**src/rtl/vuop_issue_queue_pkg.sv**
```systemverilog
// Shared vector micro-op types used by the grouping selector, issue queue and ALU stage.
// Register indices arriving here already carry the LMUL group offset.
package vuop_issue_queue_pkg;

    localparam int REG_AW     = 5;
    localparam int VREG_COUNT = 1 << REG_AW;

    typedef logic [REG_AW-1:0] vreg_t;

    typedef struct packed {
        vreg_t raA;
        vreg_t raB;
        vreg_t rdest;
        logic  we;
        logic  last;
    } vuop_t;

endpackage

```
**src/rtl/vuop_issue_queue_if.sv**
```systemverilog
// Valid/ready micro-op channel; the master drives valid and uop, the slave returns ready.
// Used on both the enqueue and the issue side of the queue.
interface vuop_issue_queue_if;
    import vuop_issue_queue_pkg::*;

    logic  valid;
    logic  ready;
    vuop_t uop;

    modport master (output valid, output uop, input ready);
    modport slave  (input valid, input uop, output ready);
endinterface

```
**src/rtl/vuop_scoreboard.sv**
```systemverilog
// Busy bit per vector register: set when a writing op issues, cleared on ALU writeback.
// Reads see registered state only; a same-cycle set beats a clear of the same index.
module vuop_scoreboard
    import vuop_issue_queue_pkg::*;
(
    input  logic  clk,
    input  logic  rst,
    input  logic  set_i,
    input  vreg_t set_idx_i,
    input  logic  clr_i,
    input  vreg_t clr_idx_i,
    input  vreg_t rd_a_idx_i,
    input  vreg_t rd_b_idx_i,
    input  vreg_t rd_d_idx_i,
    output logic  rd_a_busy_o,
    output logic  rd_b_busy_o,
    output logic  rd_d_busy_o
);

    logic [VREG_COUNT-1:0] busy_q;
    logic [VREG_COUNT-1:0] busy_d;

    always_comb begin
        busy_d = busy_q;
        if (clr_i) busy_d[clr_idx_i] = 1'b0;
        if (set_i) busy_d[set_idx_i] = 1'b1;
    end

    always_ff @(posedge clk) begin
        if (rst) busy_q <= '0;
        else     busy_q <= busy_d;
    end

    assign rd_a_busy_o = busy_q[rd_a_idx_i];
    assign rd_b_busy_o = busy_q[rd_b_idx_i];
    assign rd_d_busy_o = busy_q[rd_d_idx_i];

endmodule

```
**src/rtl/vuop_issue_queue.sv**
```systemverilog
// In-order micro-op queue with RAW/WAW hold at the head; push visible at head one cycle later.
// in_ready drops when full, fetch_stall rises one entry early; out_valid ignores out_ready.
module vuop_issue_queue
    import vuop_issue_queue_pkg::*;
#(
    parameter int DEPTH = 4
) (
    input  logic                      clk,
    input  logic                      rst,
    vuop_issue_queue_if.slave         in_if,
    vuop_issue_queue_if.master        out_if,
    input  logic                      wb_valid,
    input  vreg_t                     wb_rdest,
    input  logic                      flush,
    output logic                      fetch_stall,
    output logic [$clog2(DEPTH):0]    count
);

    localparam int PW = $clog2(DEPTH);
    localparam int CW = PW + 1;

    vuop_t          mem_q [DEPTH];
    logic [PW-1:0]  wr_ptr_q, wr_ptr_d;
    logic [PW-1:0]  rd_ptr_q, rd_ptr_d;
    logic [CW-1:0]  count_q, count_d;

    vuop_t head;
    logic  busy_a, busy_b, busy_d;
    logic  hazard, push, pop;

    assign head   = mem_q[rd_ptr_q];
    assign hazard = busy_a | busy_b | (busy_d & head.we);

    assign in_if.ready  = (count_q < CW'(DEPTH));
    assign out_if.valid = (count_q != '0) && !hazard;
    assign out_if.uop   = head;
    assign fetch_stall  = (count_q >= CW'(DEPTH - 1));
    assign count        = count_q;

    assign push = in_if.valid & in_if.ready;
    assign pop  = out_if.valid & out_if.ready;

    always_comb begin
        wr_ptr_d = wr_ptr_q;
        rd_ptr_d = rd_ptr_q;
        count_d  = count_q;
        if (flush) begin
            wr_ptr_d = '0;
            rd_ptr_d = '0;
            count_d  = '0;
        end else begin
            if (push) wr_ptr_d = wr_ptr_q + 1'b1;
            if (pop)  rd_ptr_d = rd_ptr_q + 1'b1;
            if (push && !pop)      count_d = count_q + 1'b1;
            else if (pop && !push) count_d = count_q - 1'b1;
        end
    end

    always_ff @(posedge clk) begin
        if (rst) begin
            wr_ptr_q <= '0;
            rd_ptr_q <= '0;
            count_q  <= '0;
            for (int i = 0; i < DEPTH; i++) mem_q[i] <= '0;
        end else begin
            wr_ptr_q <= wr_ptr_d;
            rd_ptr_q <= rd_ptr_d;
            count_q  <= count_d;
            if (push && !flush) mem_q[wr_ptr_q] <= in_if.uop;
        end
    end

    // A pop during flush still marks its destination: that op really reaches the ALU.
    vuop_scoreboard u_sb (
        .clk         (clk),
        .rst         (rst),
        .set_i       (pop & head.we),
        .set_idx_i   (head.rdest),
        .clr_i       (wb_valid),
        .clr_idx_i   (wb_rdest),
        .rd_a_idx_i  (head.raA),
        .rd_b_idx_i  (head.raB),
        .rd_d_idx_i  (head.rdest),
        .rd_a_busy_o (busy_a),
        .rd_b_busy_o (busy_b),
        .rd_d_busy_o (busy_d)
    );

endmodule

```
**src/flat_wrapper.sv**
```systemverilog
// flat-port wrapper written by rule: the top's interface ports become plain ports
module vuop_issue_queue_flat import vuop_issue_queue_pkg::*;
#(
    parameter int DEPTH = 4
)
  (clk, rst, wb_valid, wb_rdest, flush, fetch_stall, count, in_if_valid, in_if_uop, in_if_ready, out_if_valid, out_if_uop, out_if_ready);
  vuop_issue_queue_if in_if_i ();
  vuop_issue_queue_if out_if_i ();
  input  logic clk;
  input  logic rst;
  input  logic wb_valid;
  input  vreg_t wb_rdest;
  input  logic flush;
  output logic fetch_stall;
  output logic [$clog2(DEPTH):0] count;
  input wire logic [$bits(in_if_i.valid)-1:0] in_if_valid;
  input wire logic [$bits(in_if_i.uop)-1:0] in_if_uop;
  output wire logic [$bits(in_if_i.ready)-1:0] in_if_ready;
  output wire logic [$bits(out_if_i.valid)-1:0] out_if_valid;
  output wire logic [$bits(out_if_i.uop)-1:0] out_if_uop;
  input wire logic [$bits(out_if_i.ready)-1:0] out_if_ready;
  assign in_if_i.valid = in_if_valid;
  assign in_if_i.uop = in_if_uop;
  assign in_if_ready = in_if_i.ready;
  assign out_if_valid = out_if_i.valid;
  assign out_if_uop = out_if_i.uop;
  assign out_if_i.ready = out_if_ready;
  vuop_issue_queue #(.DEPTH(DEPTH)) u_core (.clk(clk), .rst(rst), .in_if(in_if_i), .out_if(out_if_i), .wb_valid(wb_valid), .wb_rdest(wb_rdest), .flush(flush), .fetch_stall(fetch_stall), .count(count));
endmodule
```
**config.mk**
```make
export PLATFORM = sky130hd
export DESIGN_NAME = vuop_issue_queue_flat
export DESIGN_NICKNAME = d
export VERILOG_FILES = /design/src/rtl/vuop_issue_queue_pkg.sv /design/src/rtl/vuop_issue_queue_if.sv /design/src/rtl/vuop_scoreboard.sv /design/src/rtl/vuop_issue_queue.sv /design/src/flat_wrapper.sv
export SDC_FILE = /design/constraint.sdc
export NUM_CORES = 1
export LEC_CHECK = 0
export ABC_CLOCK_PERIOD_IN_PS = 4650
export BUFFER_PORTS_ARGS = -buffer_cell sky130_fd_sc_hd__buf_4
export CORE_MARGIN = 3
export CORE_UTILIZATION = 49
export CTS_CLUSTER_SIZE = 12
export DETAILED_ROUTE_END_ITERATION = 6
export PLACE_DENSITY = 0.68
export SLEW_MARGIN = 5
export SYNTH_ARGS = -nofsm -noshare
export SYNTH_HDL_FRONTEND = slang
export SYNTH_HIERARCHICAL = 1
export SYNTH_SLANG_ARGS = --single-unit
```
**constraint.sdc**
```tcl
create_clock -name clk -period 4.65 [get_ports clk]
set_clock_uncertainty 0.2 [all_clocks]
set_input_delay 0.93 -clock clk [delete_from_list [all_inputs] [get_ports clk]]
set_output_delay 0.93 -clock clk [all_outputs]
set_load 0.05 [all_outputs]
```
==> run metrics, run 1 <==
status finished clean; initial detailed-routing violation count 397; die footprint 12900 µm²; number of placed instances, taps included 689; port buffer count 50; wire length of the first global-routing pass 23600 µm; worst supply voltage drop on vdd 0.233 mV; Antenna diodes 0; GP Congestion 0.981; vertical extent of the die 114 µm; io pins 51; Crit. End Element primary output; via count of the first global-routing pass 4253; Post-Synthesis Net Count 542; count of non-filler cells in the finished layout 713; largest cells by area after synthesis edfxtp_1 (36%), dfxtp_1 (14%), mux2i_1 (8.8%); layout cell share with drive strength beyond 1 19.2%; fin nets 599; final hold violation count 0; clock slew at the register clock pins of the worst setup and hold paths 0.07 ns; number of iterations in the first detailed-routing pass 5; cell accounting for the most synthesized area edfxtp_1; DRC violations left 0; combined flip-flop and latch cell area 2870 µm²; worst setup path class reg -> out; Core Region 11100 µm²; WL per Instance 21.5 µm; pins over their slew limit 0; Starting Density 51.3%; count of yosys warnings during synthesis 6; final-report setup violation count 0; Syn Inst Count 512; final critical path time including I/O delays and setup 4.50 ns; total length of routed wires 15300 µm; total power density per cell area 334 nW/µm²; setup slack after layout 0.146 ns; Num CTS Buffers 9; highest achievable clock rate 222 MHz; worst reg-to-reg setup slack 0.41 ns; sequential fraction of the synthesis area 50.4%; routed via count 4291; CTS H-tree lvls 3; standard cell area after detailed placement 6160 µm²; HPWL after DPL 10100 µm; endpoint of the worst setup timing path out_if_valid; cells on worst reg2reg path 18; vias per std cell 6.02; area share of the leading cell type in the synthesized netlist 35.9%; TritonCTS sink count 109; data arrival time of the worst path 3.37 ns; fillers 948; Final Core Density 59.3%; static leakage 0.00248 µW; Synth Cell Area 5690 µm²; average size of a mapped cell 11.1 µm²; worst setup slack before clock tree synthesis 0.173 ns; required time at the worst-slack endpoint 3.52 ns; CTS tree yes; PnR Total Power 2200 µW; multi-input logic area 2670 µm²; transition time at the pin with the least slew margin 0.867 ns; antenna violation net count after detailed routing 0; Worst Hold Path Cells 2; source-to-sink clock delay at the later pin of the worst-skew pair 0.36 ns; portion of the clock cycle consumed by the worst path in the final layout 96.9%; terminus of the critical flop-to-flop path u_core/count[2]; number of register bits inferred by synthesis 109; worst-path fanout max 10; total routing resource utilization after global routing 24.0%; final non-filler cell area 6570 µm²; number of max-cap violations 0; synth unique cells 44; clock root buffer clkbuf_16; relative slew slack 42.2%; number of antenna violations at the first check in global routing 0; path category of the worst min-delay check reg -> reg; GRT Residual Overflow 0; largest net degree at the start of global routing 40; Layout Area Growth over Synthesis 15.6%; startpoint types flop; maximum buffer depth of the clock tree 2; die extent in x 114 µm; site row count 38
## what timing repair did
item                                    CTS  global route
endpoints found under the setup margin    1             1
resized for setup                         3             3
pin swaps                                 0             1
hold buffers                              0             0
buffers inserted                          4             4
cloned                                    0             1
## how the worst min path moves through the flow
stage / start / to / slack (ns)
after detailed placement: u_core/rd_ptr_q[0] / u_core/rd_ptr_q[0] / 0.32
after global routing: u_core/rd_ptr_q[1] / flop / 0.36
final: u_core/rd_ptr_q[0] / u_core/rd_ptr_q[0] / 0.33
after floorplan: u_core/u_sb/busy_q[13] / u_core/u_sb/busy_q[13] / 0.27
after global placement: u_core/rd_ptr_q[0] / u_core/rd_ptr_q[0] / 0.31
after CTS: u_core/rd_ptr_q[0] / u_core/rd_ptr_q[0] / 0.34
## Yosys cell counts, drive strengths merged
cell,n
xor2,3
a211oi,3
nor3,3
mux2,1
or2,4
nor2b,5
or4,1
nand3,8
and4,1
nor2,16
nand2,60
o311ai,1
clkbuf,15
o31ai,1
and3b,3
o21ai,33
xnor2,1
and2,54
a311o,3
nand4b,3
edfxtp,68
dfxtp,41
and3,20
or3b,2
nand3b,6
nor3b,5
mux2i,50
buf,10
fa,1
a41o,1
mux4,16
inv,4
o41ai,1
a2111o,1
ha,1
a22oi,12
nand2b,3
a21oi,45
and2b,3
or3,3
## kinds of logic (layout without fill, tap and decap cells)
family	after synthesis	after routing	synth area share (%)
compound gates	101	101	10.2
fa+ha+maj	2	2	0.572
simple gates	200	200	19.3
xor+xnor	4	4	0.616
buf+inv	29	89	3.37
flops	109	109	50.4
mux	67	68	15.6
## layout by cell type (no fill, tap or decap), types with 4 or more instances in the layout
cell       instances
nor2_1            14
buf_4             67
mux2i_1           50
clkbuf_16          9
a21oi_1           45
nor2b_1            4
and3_1            20
inv_1              4
dfxtp_1           39
a22oi_1           12
nor3b_1            4
o21ai_0           33
or2_2              4
mux4_2            13
nand3_1            8
nand2_1           60
edfxtp_1          68
nand3b_1           6
mux4_1             4
and2_1            54
## cell type report
cell class | count | area share (%)
Timing Repair Buffer | 70 | 8.43
Multi-Input combinational cell | 375 | 40.6
Sequential cell | 109 | 43.6
Inverter | 4 | 0.228
Tap cell | 140 | 2.67
Clock inverter | 4 | 0.876
Clock buffer | 11 | 3.54
## sequential cells by signal (all words and copies together) (netlist names), named ones only
signal / cells
u_core/mem_q: 68
u_core/u_sb/busy_q: 32
u_core/count: 3
u_core/rd_ptr_q: 2
u_core/wr_ptr_q: 2
## through the flow
stage	hold slack (ns)	TNS [ns]
floorplan	0.271	0
global placement	0.305	0
detailed placement	0.321	0
CTS	0.336	0
global route	0.358	-0.00123
finish	0.334	0
## layer usage
layer	wire length [µm]	vias up	GRT usage, %
met4	303	0	9.54
met5	0	-	0
met1	6770	2084	34.0
met3	1040	21	3.87
li1	-	2003	-
met2	7190	183	37.2
## critical path, cell delays in order (launching register included)
cell and delay, ns:
dfxtp_4 0.43, buf_6 0.18, mux4_2 0.63, buf_4 0.22, mux2i_1 0.21, a211oi_1 0.11, a311o_1 0.42, a2111o_1 0.45
nor2_4 0.15, buf_4 0.20
## report_power, final
part	internal, µW	switching, µW	total [µW]
combinational	129	212	342
clock	421	358	779
sequential	1060	16.2	1070
total	1610	586	2200
No activity file was read; power rests on OpenSTA's default activity.
==> run 2: changes to the inputs <==
--- a/config.mk
+++ b/config.mk
@@ -6,12 +6,11 @@
 export NUM_CORES = 1
 export LEC_CHECK = 0
 export ABC_CLOCK_PERIOD_IN_PS = 4650
-export BUFFER_PORTS_ARGS = -buffer_cell sky130_fd_sc_hd__buf_4
-export CORE_MARGIN = 3
+export CORE_MARGIN = 1.5
 export CORE_UTILIZATION = 49
 export CTS_CLUSTER_SIZE = 12
 export DETAILED_ROUTE_END_ITERATION = 6
-export PLACE_DENSITY = 0.68
+export DONT_BUFFER_PORTS = 1
 export SLEW_MARGIN = 5
 export SYNTH_ARGS = -nofsm -noshare
 export SYNTH_HDL_FRONTEND = slang
==> run 2 against run 1 <==
Net effect: count of clock-buffer cells in the layout fell by 1; core utilization down 4.1 points; critical endpoint unchanged; non-clock buffer count is 41 lower; register-to-register slack gained 0.11 ns; largest power group unchanged; first-iteration DRC count is 5.3% higher; largest cell class unchanged; sequential share of layout area rose by 2.0 points; wire length down 3.3%.
==> run metrics, run 2 (synthesis gave the netlist of run 1 again) <==
status finished clean; total routing resource utilization after global routing 24.9% (+0.82 points); routed via count 4140 (-3.5%); die footprint 12300 µm² (-5.2%); antenna violation net count after detailed routing 0 (unchanged); Antenna diodes 0 (unchanged); worst setup path class reg -> out; Layout Area Growth over Synthesis 10.5%; total power density per cell area 350 nW/µm² (+4.8%); maximum buffer depth of the clock tree 2 (unchanged); cells on worst reg2reg path 16 (-2); layout cell share with drive strength beyond 1 13.0% (-6.2 points); die extent in x 111 µm (-2.6%); GP Congestion 0.922 (-6.0%); slowest cell delay on critical path 0.67 ns (+0.04 ns); highest achievable clock rate 223 MHz (+0.23%); relative slew slack 24.3% (-18 points); startpoint types flop; worst supply voltage drop on vdd 0.430 mV (+85%); CP Cell Sequence mux4_2 > nor2_1 > nand2_1 > nand4b_1 > a21oi_1 > a311o_1 > nor2b_1 > a2111o_1 > nor2_4 > buf_4; flip-flop count of the largest register, all copies and words added 68 (unchanged); final-report setup violation count 0 (unchanged); required time at the worst-slack endpoint 3.52 ns (about the same); number of antenna violations at the first check in global routing 0 (unchanged); crit path max-delay cell type mux4_2; Crit. End Element primary output; site row count 39 (+2.6%); CTS H-tree lvls 3 (unchanged); fin nets 557 (-7.0%); CTS tree yes; worst-path fanout max 9 (-1); GRT Residual Overflow 0 (unchanged); via count of the first global-routing pass 4117 (-3.2%); Core Region 11400 µm² (+2.6%); clock root buffer clkbuf_16; register bank with the most flops u_core/mem_q; count of non-filler cells in the finished layout 675 (-5.3%); DRC violations left 0 (unchanged); TritonCTS sink count 109 (unchanged); Starting Density 50.0% (-1.3 points); Worst Hold Path Cells 2 (unchanged); final hold violation count 0 (unchanged); portion of the clock cycle consumed by the worst path in the final layout 96.6% (-0.23 points); most common cell after layout, fill and taps aside edfxtp_1; pins over their slew limit 0 (unchanged); transition time at the pin with the least slew margin 1.14 ns (+0.269 ns); vertical extent of the die 111 µm (-2.6%); unrepaired setup endpoints after global routing false; initial detailed-routing violation count 418 (+5.3%); port buffer count 0 (-100%); top library cells by usage in the layout, fill and taps aside edfxtp_1 (68), nand2_1 (60), and2_1 (54); data arrival time of the worst path 3.36 ns (about the same); setup total negative slack 0 ns (unchanged); number of max-cap violations 0 (unchanged); Num CTS Buffers 9 (unchanged); clock slew at the register clock pins of the worst setup and hold paths 0.07 ns (about the same); vias per std cell 6.13 (+1.9%); path category of the worst min-delay check reg -> reg; static leakage 0.00229 µW (-7.9%); io pins 51 (unchanged); wire length of the first global-routing pass 23200 µm (-1.7%); final critical path time including I/O delays and setup 4.49 ns (-0.0105 ns); total of hold buffers inserted after clock tree synthesis 0 (unchanged); HPWL after DPL 10000 µm (-0.67%); total length of routed wires 14800 µm (-3.3%); WL per Instance 21.9 µm (+2.1%); number of iterations in the first detailed-routing pass 5 (unchanged); source-to-sink clock delay at the later pin of the worst-skew pair 0.36 ns (about the same); largest net degree at the start of global routing 40 (unchanged); number of placed instances, taps included 655 (-4.9%)
run 2: cell types whose count changed in the layout (fill, tap and decap cells not counted), sizes merged:
cell / previous run / this run
buf: 70 / 29
clkinvlp: 1 / 2
bufinv: 1 / 2
mux4: 17 / 16
clkbuf: 11 / 10
inv: 6 / 5
clkinv: 0 / 1
run 2: layer usage:
metal  routed length (µm)  up-vias  track usage [%]
met4                  497        0             10.0
met2                 7070      147             40.1
li1                     -     1919                -
met3                  908       41             5.69
met5                    0        -                0
met1                 6320     2033             32.6
run 2: worst paths after layout:
path	slack, ns	end	startpoint
max	0.16	out_if_valid	flop
min	0.33	u_core/rd_ptr_q[0]	u_core/rd_ptr_q[0]
max reg2reg	0.52	u_core/count[2]	flop
min reg2reg	0.33	u_core/rd_ptr_q[0]	u_core/rd_ptr_q[0]
run 2: report_power, final:
part           total (µW)  internal, µW  switching [µW]
Combinational         281           101             180
Sequential           1080          1060            23.3
Clock                 835           477             358
run 2: through the flow:
step | worst slack, ns | total power (µW) | area, µm² | hold slack [ns] | utilization (%)
2_1_floorplan | 0.105 | 1320 | 5690 | 0.271 | -
3_3_place_gp | 0.332 | 1370 | 5900 | 0.293 | 51.9
4_1_cts | 0.0470 | 2210 | 6240 | 0.326 | 54.9
3_5_place_dp | 0.223 | 1380 | 5900 | 0.312 | 51.9
5_1_grt | 0.00180 | 2270 | 6280 | 0.350 | 55.2
6_report | 0.157 | 2200 | 6280 | 0.330 | 55.2
run 2: final cells by class:
type	instances	area, µm²
fill	990	5090
sequential	109	2860
multi-input combinational	374	2640
timing repair buffer	29	255
clock buffer	10	229
tap	143	179
clock inverter	6	95.1
inverter	4	15.0
run 2: repair_timing:
| item | CTS | global route |
|---|---|---|
| buffers inserted | 2 | 2 |
| gates resized for setup | 1 | 0 |
| gates cloned | 0 | 0 |
| pin swaps | 0 | 0 |
| setup endpoints to repair | 1 | 1 |
run 2: critical path, delay by kind of cell (launching register included):
family / cells / cell delay (ns)
AOI/OAI and AO/OA: 3 / 0.90
and+or+nand+nor: 5 / 0.76
muxes: 1 / 0.67
DFF: 1 / 0.47
buffers and inverters: 1 / 0.20
